### src/rtl/driver_74lv165_chain.sv
// Scanner for daisy-chained 74LV165 PISO registers on CHANNELS parallel serial lines.
// Generates SH_LDn/RCLK, captures whole frames and debounces them over consecutive frames.
module driver_74lv165_chain #(
  parameter int CHANNELS        = 4,
  parameter int CHAIN_BITS      = 16,
  parameter int CLK_DIV         = 1,
  parameter int DEBOUNCE_FRAMES = 1
) (
  input  logic                           clk,
  input  logic                           reset,
  input  logic                           start,
  input  logic                           cont_en,
  input  logic [CHANNELS-1:0]            QH,
  output logic                           SH_LDn,
  output logic                           RCLK,
  output logic                           busy,
  output logic [CHANNELS*CHAIN_BITS-1:0] raw_data,
  output logic [CHANNELS*CHAIN_BITS-1:0] data,
  output logic                           frame_done,
  output logic                           data_changed
);

  localparam int W        = CHANNELS * CHAIN_BITS;
  localparam int DIV_W    = $clog2(CLK_DIV + 1);
  localparam int BIT_W    = $clog2(CHAIN_BITS);
  localparam int STREAK_W = $clog2(DEBOUNCE_FRAMES + 1);

  localparam logic [DIV_W-1:0]    DIV_LAST   = DIV_W'(CLK_DIV - 1);
  localparam logic [BIT_W-1:0]    BIT_LAST   = BIT_W'(CHAIN_BITS - 1);
  localparam logic [STREAK_W-1:0] STREAK_MAX = STREAK_W'(DEBOUNCE_FRAMES);

  typedef enum logic [1:0] {IDLE, LOAD, SHIFT, DONE} state_t;

  state_t              state_q, state_d;
  logic [DIV_W-1:0]    div_q, div_d;
  logic                half_q, half_d;
  logic [BIT_W-1:0]    bit_q, bit_d;
  logic [W-1:0]        sreg_q, sreg_d;
  logic                sh_ldn_q, sh_ldn_d;
  logic                rclk_q, rclk_d;
  logic                busy_q, busy_d;
  logic [W-1:0]        raw_q, raw_d;
  logic [W-1:0]        data_q, data_d;
  logic [W-1:0]        cand_q, cand_d;
  logic [STREAK_W-1:0] streak_q, streak_d;
  logic                frame_done_q, frame_done_d;
  logic                data_changed_q, data_changed_d;
  logic                half_end;
  logic [STREAK_W-1:0] streak_new;

  always_comb begin
    // NOTE: every _d gets a default first so no branch can leave a latch behind.
    state_d        = state_q;
    div_d          = div_q;
    half_d         = half_q;
    bit_d          = bit_q;
    sreg_d         = sreg_q;
    sh_ldn_d       = sh_ldn_q;
    rclk_d         = rclk_q;
    busy_d         = busy_q;
    raw_d          = raw_q;
    data_d         = data_q;
    cand_d         = cand_q;
    streak_d       = streak_q;
    frame_done_d   = 1'b0;
    data_changed_d = 1'b0;
    half_end       = (div_q == DIV_LAST);

    // Streak for the frame now sitting complete in sreg_q; saturates at the threshold.
    if (sreg_q == cand_q) begin
      streak_new = (streak_q == STREAK_MAX) ? streak_q : streak_q + 1'b1;
    end else begin
      streak_new = STREAK_W'(1);
    end

    unique case (state_q)
      IDLE: begin
        if (start || cont_en) begin
          state_d  = LOAD;
          sh_ldn_d = 1'b0;
          busy_d   = 1'b1;
          div_d    = '0;
          half_d   = 1'b0;
        end
      end

      LOAD: begin
        if (half_end) begin
          div_d = '0;
          if (!half_q) begin
            half_d = 1'b1;
          end else begin
            half_d   = 1'b0;
            bit_d    = '0;
            state_d  = SHIFT;
            sh_ldn_d = 1'b1;
          end
        end else begin
          div_d = div_q + 1'b1;
        end
      end

      SHIFT: begin
        if (half_end) begin
          div_d = '0;
          if (!half_q) begin
            // Sample QH before raising RCLK so the chain shifts only after capture.
            half_d = 1'b1;
            rclk_d = 1'b1;
            for (int c = 0; c < CHANNELS; c++) begin
              sreg_d[c*CHAIN_BITS +: CHAIN_BITS] = {sreg_q[c*CHAIN_BITS +: CHAIN_BITS-1], QH[c]};
            end
          end else begin
            half_d = 1'b0;
            rclk_d = 1'b0;
            if (bit_q == BIT_LAST) begin
              state_d      = DONE;
              raw_d        = sreg_q;
              frame_done_d = 1'b1;
              cand_d       = sreg_q;
              streak_d     = streak_new;
              if (streak_new == STREAK_MAX && sreg_q != data_q) begin
                data_d         = sreg_q;
                data_changed_d = 1'b1;
              end
            end else begin
              bit_d = bit_q + 1'b1;
            end
          end
        end else begin
          div_d = div_q + 1'b1;
        end
      end

      DONE: begin
        if (cont_en) begin
          state_d  = LOAD;
          sh_ldn_d = 1'b0;
          div_d    = '0;
          half_d   = 1'b0;
        end else begin
          state_d = IDLE;
          busy_d  = 1'b0;
        end
      end

      default: state_d = IDLE;
    endcase
  end

  // NOTE: flops update with <= so every register samples pre-edge values of the others.
  // NOTE: the shift registers are plain flops and are cleared on reset like all other state.
  always_ff @(posedge clk or posedge reset) begin
    if (reset) begin
      state_q        <= IDLE;
      div_q          <= '0;
      half_q         <= 1'b0;
      bit_q          <= '0;
      sreg_q         <= '0;
      sh_ldn_q       <= 1'b1;
      rclk_q         <= 1'b0;
      busy_q         <= 1'b0;
      raw_q          <= '0;
      data_q         <= '0;
      cand_q         <= '0;
      streak_q       <= '0;
      frame_done_q   <= 1'b0;
      data_changed_q <= 1'b0;
    end else begin
      state_q        <= state_d;
      div_q          <= div_d;
      half_q         <= half_d;
      bit_q          <= bit_d;
      sreg_q         <= sreg_d;
      sh_ldn_q       <= sh_ldn_d;
      rclk_q         <= rclk_d;
      busy_q         <= busy_d;
      raw_q          <= raw_d;
      data_q         <= data_d;
      cand_q         <= cand_d;
      streak_q       <= streak_d;
      frame_done_q   <= frame_done_d;
      data_changed_q <= data_changed_d;
    end
  end

  assign SH_LDn       = sh_ldn_q;
  assign RCLK         = rclk_q;
  assign busy         = busy_q;
  assign raw_data     = raw_q;
  assign data         = data_q;
  assign frame_done   = frame_done_q;
  assign data_changed = data_changed_q;

endmodule

### config.mk
export PLATFORM = sky130hd
export DESIGN_NAME = driver_74lv165_chain
export DESIGN_NICKNAME = d
export VERILOG_FILES = /design/src/rtl/driver_74lv165_chain.sv
export SDC_FILE = /design/constraint.sdc
export NUM_CORES = 1
export LEC_CHECK = 0
export ABC_AREA = 1
export ABC_CLOCK_PERIOD_IN_PS = 20800
export CORE_UTILIZATION = 35
export DETAILED_ROUTE_END_ITERATION = 6
export GPL_TIMING_DRIVEN = 0
export HOLD_SLACK_MARGIN = 0.02
export PLACE_DENSITY = 0.68
export RECOVER_POWER = 100
export SLEW_MARGIN = 10
export SYNTH_ARGS = -nofsm -noshare
export SYNTH_HDL_FRONTEND = slang
export SYNTH_SLANG_ARGS = --single-unit
### constraint.sdc
create_clock -name clk -period 20.8 [get_ports clk]
set_clock_uncertainty 0.2 [all_clocks]
set_input_delay 5.2 -clock clk [delete_from_list [all_inputs] [get_ports clk]]
set_output_delay 5.2 -clock clk [all_outputs]
set_load 0.02 [all_outputs]
## Word level (Yosys, flattened, before mapping)

Index checks and enable logic that the tools add are counted.
Widths: inputs -> output; s select.

| operators by class | value |
|---|---|
| add/sub/neg operators | 3 |
| eq/ne operators | 16 |
| reductions and logical operators | 17 |
| bitwise logic cells | 2 |
| mux-type cells | 38 |

Operators by type and width:

| kind | number |
|---|---|
| $eq 64x64->1 | 1 |
| $ne 64x64->1 | 1 |
| $mux 1 | 21 |
| $mux 4 | 5 |
| $ne 2x2->1 const B | 10 |
| $mux 2 | 6 |
| $reduce_and 6->1 | 2 |
| $reduce_and 5->1 | 2 |
| $pmux 1 s3 | 3 |
| $reduce_and 3->1 | 3 |
| $pmux 2 s4 | 1 |
| $pmux 4 s2 | 1 |
| $add 4x1->4 const B | 1 |
| $eq 2x2->1 const B | 2 |
| $eq 4x4->1 const B | 1 |
| $reduce_and 2->1 | 2 |
| $reduce_and 4->1 | 1 |
| $reduce_bool 2->1 | 2 |
| $reduce_bool 3->1 | 1 |
| $add 1x1->1 const B | 2 |
| $eq 2x1->1 const B | 1 |
| $logic_not 2->1 | 1 |
| $not 1->1 | 2 |
| $pmux 1 s2 | 1 |
| other kinds (3) | 3 |

| storage, ports and cells | value |
|---|---|
| output and inout bits | 133 |
| input port bits | 8 |
| flip-flop bits (word level) | 206 |
| logic and storage cells | 89 |

## Longest topological paths before layout

Gate-level depths: netlist (run 1).

| logic depth | value |
|---|---|
| word-level depth | 9 |
| depth in mapped cells | 14 |
| mapped depth without buffers | 12 |

## Worst setup path after synthesis (run 1)

OpenSTA, ideal clock, no wires.

| timing | value |
|---|---|
| path kind | input -> register |
| from | input port cont_en |
| to | register sh_ldn_q (netlist: SH_LDn) |
| path buffers | 0 |
| setup slack | 14.566 ns |
| setup time | 0.082 ns |
| arrival time | 5.952 ns |
| stages on the path | 7 |
| data required time | 20.518 ns |
| cell sequence | inv_1 -> nand2_1 -> nor2_1 -> a21oi_1 -> nand2_1 -> nor2_1 -> mux2_2 |

| between the ends | value |
|---|---|
| cells in the longest elaborated chain, start to end | 3 |
| elaborated cells between the ends (all ways) | 4 |
| classes of those cells | eq/ne (2); reduce/logical (2) |

RTL lines:

| what | RTL line | RTL |
|---|---|---|
| from (decl) | 12 | `input logic cont_en,` |
| $logic_or 1x1->1 | 78 | `if (start \|\| cont_en) begin` |
| $ne 2x2->1 (no line) | -- |  |
| $reduce_and 5->1 (no line) (*) | -- |  |
| to (signal assigned) | 175 | `sh_ldn_q <= sh_ldn_d;` |
| to (decl) | 39 | `logic sh_ldn_q, sh_ldn_d;` |

Every way passes the cells marked *; elsewhere a longest branch is shown, timed or not.
A chain may end at the register's enable or synchronous reset.

==> results of run 1 <==
-- placed cells by master, fill, tap and decap left out --
master           Yosys  final
dfrtp_1            203    203
ha_1                 7      7
nor3_1               1      1
nand4_1              2      2
inv_2               32     32
clkinvlp_2           0      1
bufinv_16            0      5
o21ai_0             67     67
a21oi_1             74     74
xor2_1              10     10
nor2_1             114    114
buf_2               18     13
clkinv_2             0      5
mux2_2               3      3
buf_6                6      5
diode_2              0      1
nand2_1            384    384
nand3_1             66     66
o22ai_1              1      1
clkinvlp_4           0      3
clkbuf_8             0      1
clkdlybuf4s50_1      0      1
o211ai_1             1      1
buf_16               0      1
clkbuf_16            0     23
clkbuf_1            13     35
dlygate4sd3_1        0    139
inv_1               97     96
dfstp_2              1      1
-- synthesized netlist by cell type, drive strengths merged --
cell | number | area (um2)
inv | 129 | 484
o22ai | 1 | 6.26
nand4 | 2 | 12.5
nand3 | 66 | 330
buf | 36 | 203
a21oi | 74 | 370
xor2 | 10 | 87.6
mux2 | 3 | 33.8
clkbuf | 13 | 48.8
o211ai | 1 | 7.51
nand2 | 384 | 1440
o21ai | 67 | 335
dfrtp | 203 | 5080
nor3 | 1 | 5.00
nor2 | 114 | 428
dfstp | 1 | 26.3
ha | 7 | 87.6
-- flip-flops by register name (all words and copies together) (netlist names) --
name / count
state_q: 2
frame_done: 1
SH_LDn: 1
data: 64
sreg_q: 64
bit_q: 4
RCLK: 1
busy: 1
half_q: 1
cand_q: 64
data_changed: 1
-- kinds of logic after synthesis --
| family | synth area share (%) |
|---|---|
| AND/OR/NAND/NOR | 24.7 |
| buffers and inverters | 8.19 |
| adder cells (fa/ha/maj) | 0.974 |
| AO/OA/AOI/OAI | 8.01 |
| multiplexers | 0.376 |
| XOR/XNOR | 0.974 |
| flip-flops | 56.8 |
-- per-layer routing --
metal	part of all wire [%]	global-route usage, %	wire length, um
met3	6.0	3.47	1450
met4	2.4	6.26	571
met1	45	24.6	10700
met2	47	29.6	11200
met5	0	0	0
-- cell type report --
cell class	count	share of cell area, %
sequential	204	43.9
tap	330	3.55
inverter	129	4.18
antenna	1	0.0215
multi-input combinational	730	27.1
buffer	49	2.05
clock inverter	13	1.70
clock buffer	28	5.20
timing repair buffer	141	12.3
-- report_power, final --
group          internal [mW]  total [mW]  leakage (nW)  switching, mW
Sequential             0.483       0.566          2.45         0.0832
Combinational          0.129       0.366          2.96          0.236
Clock                  0.269       0.431         0.386          0.162
Total                  0.881        1.36          5.79          0.482
-- per-stage QoR --
step | area, um2 | setup WS (ps)
after global routing | 11600 | 11650
after floorplan | 8990 | 9830
after detailed placement | 10800 | 13800
after CTS | 11600 | 13750
after global placement | 10800 | 6970
final | 11600 | 12370
-- worst max path at each step --
stage	endpoint	start	slack, ps	cells after the start
detailed placement	cand_q[49]$_DFFE_PP0P_	reset	13800	3
global placement	cand_q[53]$_DFFE_PP0P_	reset	6970	2
finish	data[48]$_DFFE_PP0P_	reset	12370	2
floorplan	RCLK$_DFFE_PP0P_	reset	9830	1
CTS	SH_LDn	SH_LDn$_DFFE_PP1P_	13750	1
global route	data[47]$_DFFE_PP0P_	reset	11650	2
==> flow_summary.json, run 1 <==
{
  "core_area_mm2": 0.0252,
  "viasPerCell": 4.69,
  "grt_pass1_wl_mm": 38.2,
  "relSlewSlack_pct": -173,
  "grt_max_degree": 114,
  "die_w_um": 162,
  "yosysWarnings": 0,
  "reg2reg_from": "state_q[0]$_DFFE_PP0P_",
  "clkSinkCount": 204,
  "placedCellCount": 1583,
  "cts_tree": "yes",
  "root_buffer": "clkbuf_16",
  "crit_buf_inv": 2,
  "p_leak_nw": 5.79,
  "grt_pass1_vias": 7234,
  "wl_mm": 24.0,
  "ys_seq_elements": 204,
  "layout-drive-gt1-share_pct": 7.19,
  "min_path_cells": 2,
  "required_ps": 20500,
  "wl_per_cell_um": 14.8,
  "min_period_over_period_pct": 40.5,
  "postCtsSetupRepairBufs": 0,
  "ant_nets": 0,
  "period_minus_slack_ps": 8430,
  "crit_path_max_incr_delay_ps": 2280,
  "reg2reg_depth": 8,
  "holdBufCountCts": 0,
  "grt_usage_pct": 18.3,
  "drv_slew": 92,
  "initial_core_util_pct": 35.7,
  "path_clk_slew_ps": 60,
  "ctsHtreeMaxLevel": 1,
  "instances_no_fill": 1625,
  "status": "finished, violations left",
  "clkLatencyLatePin_ps": 500,
  "num-nets-final": 1293,
  "min_to": "busy$_DFFE_PP0P_",
  "slowest_stage": "clkinvlp_2",
  "violations": "max-capacitance violations, max-slew violations",
  "critPathKind": "in2async",
  "drt-pass1-iter-count": 5,
  "worstReg2RegEnd": "cand_q[29]$_DFFE_PP0P_",
  "worstPathMaxFanout": 92,
  "hold_start": "busy$_DFFE_PP0P_",
  "arrival_ps": 8130,
  "regArea_mm2": 0.00511,
  "netlist_instances": 1112,
  "dpl.hpwl_mm": 16.3,
  "drc": 0,
  "fmax_mhz": 119,
  "syn_nets": 1127,
  "synth-seq-area-share_pct": 56.8,
  "crit_chain": "dlygate4sd3_1 -> clkinvlp_2",
  "worst_pin_slew_ps": 4070,
  "cp-start-kind": "input pin",
  "cts_resized": 0,
  "num_io_pins": 141,
  "drt-initial-drc-count": 523,
  "fillCellCount": 2444,
  "holdCritPathClass": "reg2reg",
  "std_cell_rows": 58,
  "ys_types": 20,
  "area_growth_pct": 29.3,
  "cts_buffers": 23,
  "clk_path_buf_depth": 3,
  "grt_overflow": 0,
  "antenna_found_initial": 1,
  "crit_family": "buffers and inverters",
  "multi_input_area_mm2": 0.00315,
  "end_kind": "async pin",
  "power_density_mw_per_mm2": 117,
  "utilization_pct": 46.1,
  "vdd_drop_max_v": 0.0000766,
  "whs_ps": 308,
  "setup_tns_ps": 0,
  "rrSetupSlack_ps": 17530,
  "die_h_um": 162,
  "vias": 7616,
  "setup_viol": 0,
  "max_cap_violations": 1,
  "total_power_mw": 1.36,
  "gp_congestion": 0.806,
  "finalHoldViolations": 0,
  "rsz0062_at_grt": "no",
  "syn_area_mm2": 0.00899,
  "io_buffers": 140,
  "avgSynthCellArea_um2": 8.08,
  "die_area_mm2": 0.0263
}
Power figures use the tool's default switching activity.
==> run 2: changes to the inputs <==
--- a/config.mk
+++ b/config.mk
@@ -6,12 +6,12 @@
 export NUM_CORES = 1
 export LEC_CHECK = 0
 export ABC_AREA = 1
-export ABC_CLOCK_PERIOD_IN_PS = 20800
+export ABC_CLOCK_PERIOD_IN_PS = 6900
 export CORE_UTILIZATION = 35
 export DETAILED_ROUTE_END_ITERATION = 6
 export GPL_TIMING_DRIVEN = 0
 export HOLD_SLACK_MARGIN = 0.02
-export PLACE_DENSITY = 0.68
+export PLACE_DENSITY = 0.7
 export RECOVER_POWER = 100
 export SLEW_MARGIN = 10
 export SYNTH_ARGS = -nofsm -noshare
==> constraint.sdc (replaced) <==
create_clock -name clk -period 6.9 [get_ports clk]
set_clock_uncertainty 0.2 [all_clocks]
set_input_delay 1.725 -clock clk [delete_from_list [all_inputs] [get_ports clk]]
set_output_delay 1.725 -clock clk [all_outputs]
set_load 0.02 [all_outputs]
==> flow_summary.json, run 2 (synthesized netlist as in run 1, its figures left out) <==
{
  "viasPerCell": 4.72,
  "slowest_stage": "clkbuf_1",
  "drt-pass1-iter-count": 6,
  "antenna_found_initial": 0,
  "cts_resized": 0,
  "p_leak_nw": 5.78,
  "holdCritPathClass": "reg2reg",
  "ant_nets": 0,
  "die_area_mm2": 0.0263,
  "gp_congestion": 0.814,
  "instances_no_fill": 1631,
  "num_io_pins": 141,
  "initial_core_util_pct": 35.7,
  "violations": "max-capacitance violations, max-slew violations",
  "crit_buf_inv": 3,
  "grt_max_degree": 38,
  "crit_family": "buffers and inverters",
  "layout-drive-gt1-share_pct": 7.15,
  "std_cell_rows": 58,
  "grt_usage_pct": 18.5,
  "num_antenna_cells": 0,
  "holdBufCountCts": 0,
  "critPathKind": "in2async",
  "grt_overflow": 0,
  "ctsHtreeMaxLevel": 1,
  "rsz0062_at_grt": "no",
  "worst_pin_slew_ps": 2030,
  "arrival_ps": 4440,
  "required_ps": 6910,
  "mostFrequentLayoutCells": "384 x nand2_1, 203 x dfrtp_1, 135 x dlygate4sd3_1",
  "whs_ps": 290,
  "drt-initial-drc-count": 529,
  "area_growth_pct": 29.2,
  "end_kind": "async pin",
  "grt_pass1_vias": 7300,
  "die_w_um": 162,
  "setup_tns_ps": 0,
  "finalHoldViolations": 0,
  "fillCellCount": 2463,
  "wl_mm": 24.0,
  "postCtsSetupRepairBufs": 0,
  "status": "finished, violations left",
  "max_cap_violations": 3,
  "cp-start-kind": "input pin",
  "core_area_mm2": 0.0252,
  "dpl.hpwl_mm": 17.0,
  "crit_path_max_incr_delay_ps": 1510,
  "path_clk_slew_ps": 50,
  "power_density_mw_per_mm2": 348,
  "cts_tree": "yes",
  "placedCellCount": 1588,
  "fmax_mhz": 226,
  "vias": 7694,
  "worstPathMaxFanout": 37,
  "drc": 0,
  "dpl-instance-area_mm2": 0.0109,
  "min_period_over_period_pct": 64.2,
  "final_area_mm2": 0.0116,
  "period_minus_slack_ps": 4430,
  "io_buffers": 140,
  "setup_viol": 0,
  "clkLatencyLatePin_ps": 520,
  "die_h_um": 162,
  "total_power_mw": 4.04,
  "grt_pass1_wl_mm": 38.6,
  "relSlewSlack_pct": -35.4,
  "crit_chain": "dlygate4sd3_1 -> clkinvlp_2 -> clkbuf_1",
  "vdd_drop_max_v": 0.000197,
  "layout_commonest_cell": "nand2_1",
  "clkSinkCount": 204,
  "wl_per_cell_um": 14.7,
  "clk_path_buf_depth": 3,
  "cts_buffers": 24,
  "root_buffer": "clkbuf_16",
  "drv_slew": 99,
  "num-nets-final": 1299
}
run 2: changes by cell type in the layout (fill, tap and decap cells not counted):
| cell | previous run | this run |
|---|---|---|
| bufinv_16 | 5 | 1 |
| dlygate4sd3_1 | 139 | 135 |
| inv_2 | 32 | 31 |
| buf_16 | 1 | 0 |
| clkbuf_16 | 23 | 25 |
| clkbuf_1 | 35 | 41 |
| diode_2 | 1 | 0 |
| clkinvlp_4 | 3 | 4 |
| clkdlybuf4s50_1 | 1 | 5 |
| inv_1 | 96 | 97 |
| clkinv_2 | 5 | 4 |
| buf_12 | 0 | 2 |
| clkbuf_8 | 1 | 3 |
run 2: power breakdown:
part	internal, mW	total, mW	switching [mW]
Clock	0.732	1.23	0.495
Combinational	0.392	1.11	0.716
Sequential	1.46	1.71	0.252
Total	2.58	4.04	1.46
run 2: final timing paths:
check                                            start                     end  slack (ps)  depth (start not counted)
worst min register to register        busy$_DFFE_PP0P_        busy$_DFFE_PP0P_         290                          2
worst max register to register  state_q[0]$_DFFE_PP0P_  cand_q[33]$_DFFE_PP0P_        3670                          8
min in group asynchronous                        reset  sreg_q[24]$_DFFE_PP0P_        1660                          2
worst min-delay path                  busy$_DFFE_PP0P_        busy$_DFFE_PP0P_         290                          2
max in group clk                    SH_LDn$_DFFE_PP1P_                  SH_LDn        3280                          1
worst max-delay path                             reset  sreg_q[50]$_DFFE_PP0P_        2470                          3
run 2: layer usage:
layer | vias up | wire length [um] | track usage (%) | share of wire [%]
met2 | 202 | 11100 | 29.4 | 46
li1 | 3787 | - | - | -
met1 | 3666 | 10900 | 25.5 | 46
met5 | - | 0 | 0 | 0
met3 | 39 | 1360 | 3.32 | 5.7
met4 | 0 | 609 | 6.00 | 2.5
run 2: final cells by class:
| class | count | area (um2) | area share [%] |
|---|---|---|---|
| Sequential cell | 204 | 5110 | 44.0 |
| Clock buffer | 34 | 689 | 5.94 |
| Timing Repair Buffer | 146 | 1460 | 12.5 |
| Buffer | 49 | 238 | 2.05 |
| Clock inverter | 9 | 80.1 | 0.690 |
| Multi-Input combinational cell | 730 | 3150 | 27.1 |
| Tap cell | 330 | 413 | 3.56 |
| Inverter | 129 | 485 | 4.18 |
run 2: worst reg2reg max path, cell delays in order, from the launching register on:
cell      delay, ps
dfrtp_1         390
inv_1           170
ha_1            300
nand4_1         160
nor2_1          240
clkbuf_1        590
clkbuf_1        530
clkbuf_1        390
a21oi_1         130
run 2: through the flow:
step	worst slack, ps	utilization [%]
global route	1970	46.1
floorplan	2330	-
detailed placement	3490	43.4
global placement	657	42.9
finish	2470	46.1
CTS	3330	46.5
